<file path="config.mk">
export PLATFORM = sky130hd
export DESIGN_NAME = booth_mult_seq
export DESIGN_NICKNAME = d
export VERILOG_FILES = /design/src/rtl/booth_mult_seq.sv
export SDC_FILE = /design/constraint.sdc
export NUM_CORES = 1
export LEC_CHECK = 0
export ABC_AREA = 1
export CAP_MARGIN = 20
export CORE_MARGIN = 4
export CORE_UTILIZATION = 25
export CTS_CLUSTER_DIAMETER = 80
export DETAILED_ROUTE_END_ITERATION = 10
export PLACE_DENSITY = 0.47
export SYNTH_ARGS = -nofsm -noshare
export SYNTH_HDL_FRONTEND = slang
export SYNTH_SLANG_ARGS = --single-unit
</file>
<file path="constraint.sdc">
create_clock -name clk -period 2.7 [get_ports clk]
set_input_delay 0.405 -clock clk [delete_from_list [all_inputs] [get_ports clk]]
set_output_delay 0.405 -clock clk [all_outputs]
set_load 0.01 [all_outputs]
</file>
<file path="src/rtl/booth_mult_seq.sv">
// Sequential radix-2 Booth multiplier with a start/done handshake.
// Handles signed or unsigned operands and holds the 2W-bit product.
module booth_mult_seq #(
  parameter int WIDTH = 16
) (
  input  logic                 clk,
  input  logic                 rst,
  input  logic                 start,
  input  logic                 tc,
  input  logic [WIDTH-1:0]     multiplicand,
  input  logic [WIDTH-1:0]     multiplier,
  output logic                 busy,
  output logic                 done,
  output logic [2*WIDTH-1:0]   product
);

  localparam int CW = $clog2(WIDTH + 2);

  typedef enum logic {IDLE, RUN} state_t;

  state_t             state_q, state_d;
  logic [WIDTH:0]     m_q, m_d;
  logic [WIDTH:0]     q_q, q_d;
  logic [WIDTH+1:0]   a_q, a_d;
  logic [WIDTH+1:0]   m_sext;
  logic [WIDTH+1:0]   a_sum;
  logic               qm1_q, qm1_d;
  logic [CW-1:0]      cnt_q, cnt_d;
  logic [2*WIDTH-1:0] product_q, product_d;
  logic               done_q, done_d;

  assign m_sext = {m_q[WIDTH], m_q};

  always_ff @(posedge clk) begin
    if (rst) state_q <= IDLE;
    else     state_q <= state_d;
  end

  always_comb begin
    state_d = state_q;
    case (state_q)
      IDLE: if (start) state_d = RUN;
      RUN:  if (cnt_q == CW'(1)) state_d = IDLE;
      default: state_d = IDLE;
    endcase
  end

  always_comb begin
    busy    = (state_q == RUN);
    done    = done_q;
    product = product_q;
  end

  // A is one bit wider than M_ext so the add/sub never overflows.
  always_comb begin
    case ({q_q[0], qm1_q})
      2'b01:   a_sum = a_q + m_sext;
      2'b10:   a_sum = a_q - m_sext;
      default: a_sum = a_q;
    endcase
  end

  always_comb begin
    m_d       = m_q;
    q_d       = q_q;
    a_d       = a_q;
    qm1_d     = qm1_q;
    cnt_d     = cnt_q;
    product_d = product_q;
    done_d    = 1'b0;
    if (state_q == IDLE) begin
      if (start) begin
        m_d   = {tc & multiplicand[WIDTH-1], multiplicand};
        q_d   = {tc & multiplier[WIDTH-1], multiplier};
        a_d   = '0;
        qm1_d = 1'b0;
        cnt_d = CW'(WIDTH + 1);
      end
    end else begin
      a_d   = {a_sum[WIDTH+1], a_sum[WIDTH+1:1]};
      q_d   = {a_sum[0], q_q[WIDTH:1]};
      qm1_d = q_q[0];
      cnt_d = cnt_q - CW'(1);
      if (cnt_q == CW'(1)) begin
        product_d = {a_d[WIDTH-2:0], q_d};
        done_d    = 1'b1;
      end
    end
  end

  always_ff @(posedge clk) begin
    if (rst) begin
      m_q       <= '0;
      q_q       <= '0;
      a_q       <= '0;
      qm1_q     <= 1'b0;
      cnt_q     <= '0;
      product_q <= '0;
      done_q    <= 1'b0;
    end else begin
      m_q       <= m_d;
      q_q       <= q_d;
      a_q       <= a_d;
      qm1_q     <= qm1_d;
      cnt_q     <= cnt_d;
      product_q <= product_d;
      done_q    <= done_d;
    end
  end

endmodule

</file>
-- After elaboration in Yosys (flattened, before gate mapping)
Index checks and enable logic that the tools add are counted.
- bits of input ports: 36
- logic and storage cells: 34
- flip-flop bits (word level): 92
- output and inout port bits: 34
- reductions and logical operators: 4
- eq/ne operators: 3
- bitwise operators: 3
- multiplexer cells: 13
- add/sub/neg operators: 3
- operators with widths (operator ; number):
    $mux W18 ; 2
    $pmux W18 S2 ; 1
    $mux W17 ; 2
    $add A18 B18 Y18 ; 1
    $sub A18 B18 Y18 ; 1
    $mux W5 ; 2
    $eq A5 B1 Y1 const B ; 1
    $mux W1 ; 5
    $sub A5 B1 Y5 const B ; 1
    $reduce_and A2 Y1 ; 2
    $and A1 B1 Y1 ; 2
    $eq A2 B1 Y1 const B ; 1
    $eq A2 B2 Y1 const B ; 1
    $pmux W1 S2 ; 1
    $reduce_bool A2 Y1 ; 1
    $reduce_or A2 Y1 ; 1
    $not A1 Y1 ; 1

-- Depth between registers and ports, before layout
- word-level depth: 3
- mapped depth: 22
- depth with buffers taken out: 22

-- Worst setup path before layout
OpenSTA, ideal clock, no wires.
- kind: reg-to-reg
- start: register m_q[0]
- end: register a_q[14]
- clock period less this slack: 2.492 ns
- required time: 2.568 ns
- arrival time: 2.360 ns
- stages on the path, launching flop included: 22
- library setup time: 0.132 ns
- slack: 0.208 ns
- cell sequence: dfxtp_1 > inv_1 > ha_1 > inv_1 > nor2_1 > nand2_1 > nor3_2 > nand3_1 > nand2_1 > nand2_1 > xnor2_1 > ha_1 > nand2_1 > inv_1 > nand2_1 > nand2_1 > a21oi_1 > nand2_1 > nand2_1 > nand3_2 > nand3_1 > a21oi_1
- longest elaborated chain between the ends: 3
- ends and longest elaborated chain (element ; line ; source):
    start, declared ; 22 ; logic [WIDTH:0] m_q, m_d;
    start signal, assigned ; 101 ; m_q <= m_d;
    $sub A18 B18 Y18 / $add A18 B18 Y18 (equally long branches) ; 58, 57 ;
    $pmux W18 S2 * ; 56 ; case ({q_q[0], qm1_q})
    $mux W18 * ; 71 ; if (state_q == IDLE) begin
    end signal, assigned ; 95 ; a_q <= '0;
    end signal, assigned ; 103 ; a_q <= a_d;
    end, declared ; 24 ; logic [WIDTH+1:0] a_q, a_d;
Every way passes the cells marked *; elsewhere a longest branch is shown, timed or not.
A chain may end at the register's enable or synchronous reset.

-- Worst setup path in the final report
- start: register m_q[0]
- end: register a_q[15]
The elaborated chain is that of the path after synthesis.

==> out/results.txt <==
Pwr dens: 561 nW/um^2
Area of the core: 20,200 sq um
DRT Wirelength: 16,200 microns
Startpoint types: flip-flop
Count leader, synth: nand2_1
Max-cap violations: 0
Die ar.: 22,800 sq um
Cells after synthesis: 770
Crit Path Class: reg -> reg
Die Y: 151 microns
All-Layer GR Usage: 14.6%
Antenna violations before repair: 0
CP Max Fanout: 4
Vias in the first global route: 5,099
H-tree Lvls: 3
RSZ-0062 raised after global routing: true
NumNets Final: 929
DPL Wire Length: 11,500 microns
GR Overflow Total: 0
RD Place Congestion: 0.861
Placed Cells: 1,123
IO Pins: 70
Yosys warning count: 0
DR DRC count: 0
CTS tree: done
Hold WC Path Type: reg -> reg
Final Non-Filler Cells: 1,145
Critical Path AT: 2850 ps
Syn avg cell area: 6.65 sq um
Hold_ws: 466 ps
Final min period: 2610 ps
Hold Buf Count CTS: 0
Syn Nets: 828
Post-synthesis async set-or-reset flop share: 0%
Post-Syn Area: 5120 sq um
Dominant cell type by area after synthesis: dfxtp_1
Top_reg_cell synth: dfxtp_1
Worst IR drop on VDD: 0.237 mV
Violation count after the first detailed-route iteration: 244
Data required, critical path: 2940 ps
Total CTS buffers: 9
Clock skew: 3.80 ps
Clk root buf: clkbuf_16
Detailed-route via count: 5,116
Clock sink total: 91
Register clock-pin slew on the reported worst setup and hold paths: 70 ps
Highest clock rate: 0.383 GHz
Register area share after synthesis: 35.6%
Slew HR: 66.1%
Antenna Cells: 0
WL per Instance: 14.2 microns
Vias per Instance: 4.47
Port Buffers: 69
EDFF count, synth: 0
Endpoints failing setup: 0
Leakage: 3.14 nW
Setup Total Neg Slack: 0 ps
Layout fillers: 2,238
Max-slew violations: 0
Synth Register Bits: 91
Effective utilization at floorplan: 25.4%
Final Hold Vio Count: 0
Leading post-synthesis cells by cell area: dfxtp_1 (36%), nand2_1 (15%), nand3_1 (8.8%)
Crit path capture type: flip-flop
Run status: completed
First-pass GRT wire length: 26,200 microns
Share of layout cells above drive strength 1: 19.7%
ANT nets after route: 0
FP Rows: 52
Fin util: 35.3%
Worst Tran Pin Value: 508 ps
Die W: 151 microns
Area growth from synthesis to layout: 39.0%
Clock Path Buffers: 2
Crit share post-route: 96.7%
Synth unique cells: 41
Top-area cell type share of the netlist area: 35.6%
Dpl ws: -198 ps
Clk_lat worst skew: 350 ps
TritonRoute pass-1 iters: 4
Pin count of the biggest net entering global routing: 55
Most frequent cells after synthesis: nand2_1 (203), inv_1 (116), dfxtp_1 (91)
Worst setup margin: 89.2 ps
==> layer usage <==
metal	part of all wire (%)	wire length (microns)	GRT usage [%]
met4	1.5	238	4.08
met5	0	0	0
met1	46	7380	17.9
met3	3.5	568	3.08
met2	49	8020	25.8
==> metrics by stage <==
step | power [W] | cell area (sq um)
after CTS | 0.00390 | 6800
after global routing | 0.00422 | 7110
after floorplan | 0.00207 | 5120
final | 0.00399 | 7110
after global placement | 0.00244 | 6350
after detailed placement | 0.00244 | 6350
==> repair_timing <==
item                                    in CTS  in global routing
resized for setup                           29                 64
endpoints found under the setup margin       9                 23
buffers inserted                             3                  4
pin swaps                                   14                 29
==> report_power, final <==
| part | switching (W) | total (W) | internal (W) |
|---|---|---|---|
| Sequential | 0.0000494 | 0.00145 | 0.00140 |
| Combinational | 0.000641 | 0.00114 | 0.000496 |
| Clock | 0.000565 | 0.00140 | 0.000838 |
| Total | 0.00126 | 0.00399 | 0.00274 |
==> registers in the layout (all words and copies together) (netlist names) <==
register	count
product	32
a_q	17
m_q	17
q_q	17
cnt_q	5
busy	1
done	1
qm1_q	1
==> cells by family after synthesis <==
family	synth area share (%)
XOR/XNOR	2.57
buffers and inverters	11.7
AO/OA/AOI/OAI	12.6
flip-flops	35.6
adder cells (fa/ha/maj)	5.52
AND/OR/NAND/NOR	32.0
==> worst paths after layout <==
check                           depth (start not counted)  slack, ps           to         from
worst min-delay path                                    2        470  product[11]  product[11]
worst max register to register                         19         90      a_q[15]       m_q[0]
worst max-delay path                                   19         90      a_q[15]       m_q[0]
worst min register to register                          2        470  product[11]  product[11]
==> worst max-delay path, cell delays in order, from the launching register on <==
cell and delay [ps]:
dfxtp_2 320, inv_2 70, ha_4 130, inv_2 40, nor2_4 110, nand2_4 80
nor3_4 200, nand3_2 140, nand2_2 120, nand2_2 70, xnor2_2 150, ha_4 310
buf_4 120, nand3_2 80, nor3_2 150, nand2_1 90, nand3_1 90, nand3_1 80
nand2_1 90, a21oi_2 50
==> area by class of cell <==
class | count | area, sq um | area share (%)
clock buffers | 10 | 239 | 3.36
repair buffers | 120 | 1100 | 15.4
clock inverters | 5 | 86.3 | 1.21
well taps | 270 | 338 | 4.75
inverters | 123 | 462 | 6.49
multi-input cells | 526 | 3070 | 43.1
flip-flops and latches | 91 | 1820 | 25.6
==> cells in the final DEF, fill, tap and decap left out, types with 2 or more instances in the layout <==
cell type	instances
nand2_1	186
inv_1	108
dfxtp_1	89
nand3_1	81
clkdlybuf4s50_1	69
buf_4	47
nor2_1	39
a21oi_1	31
o21ai_0	29
o21ai_1	26
nand2_2	15
inv_2	14
nand3_2	13
a21oi_2	12
ha_4	10
clkbuf_16	9
xor2_1	8
nor2_2	7
o221ai_1	7
or2_2	7
ha_1	6
xnor2_1	5
nor3_2	5
ha_2	5
nand2_4	4
nand4_1	4
nor2_4	3
o211ai_1	3
or2_1	3
buf_6	3
nor3_4	2
o21ai_2	2
a311oi_1	2
clkinvlp_4	2
bufinv_16	2
dfxtp_2	2
(Power assumes the default switching activity.)
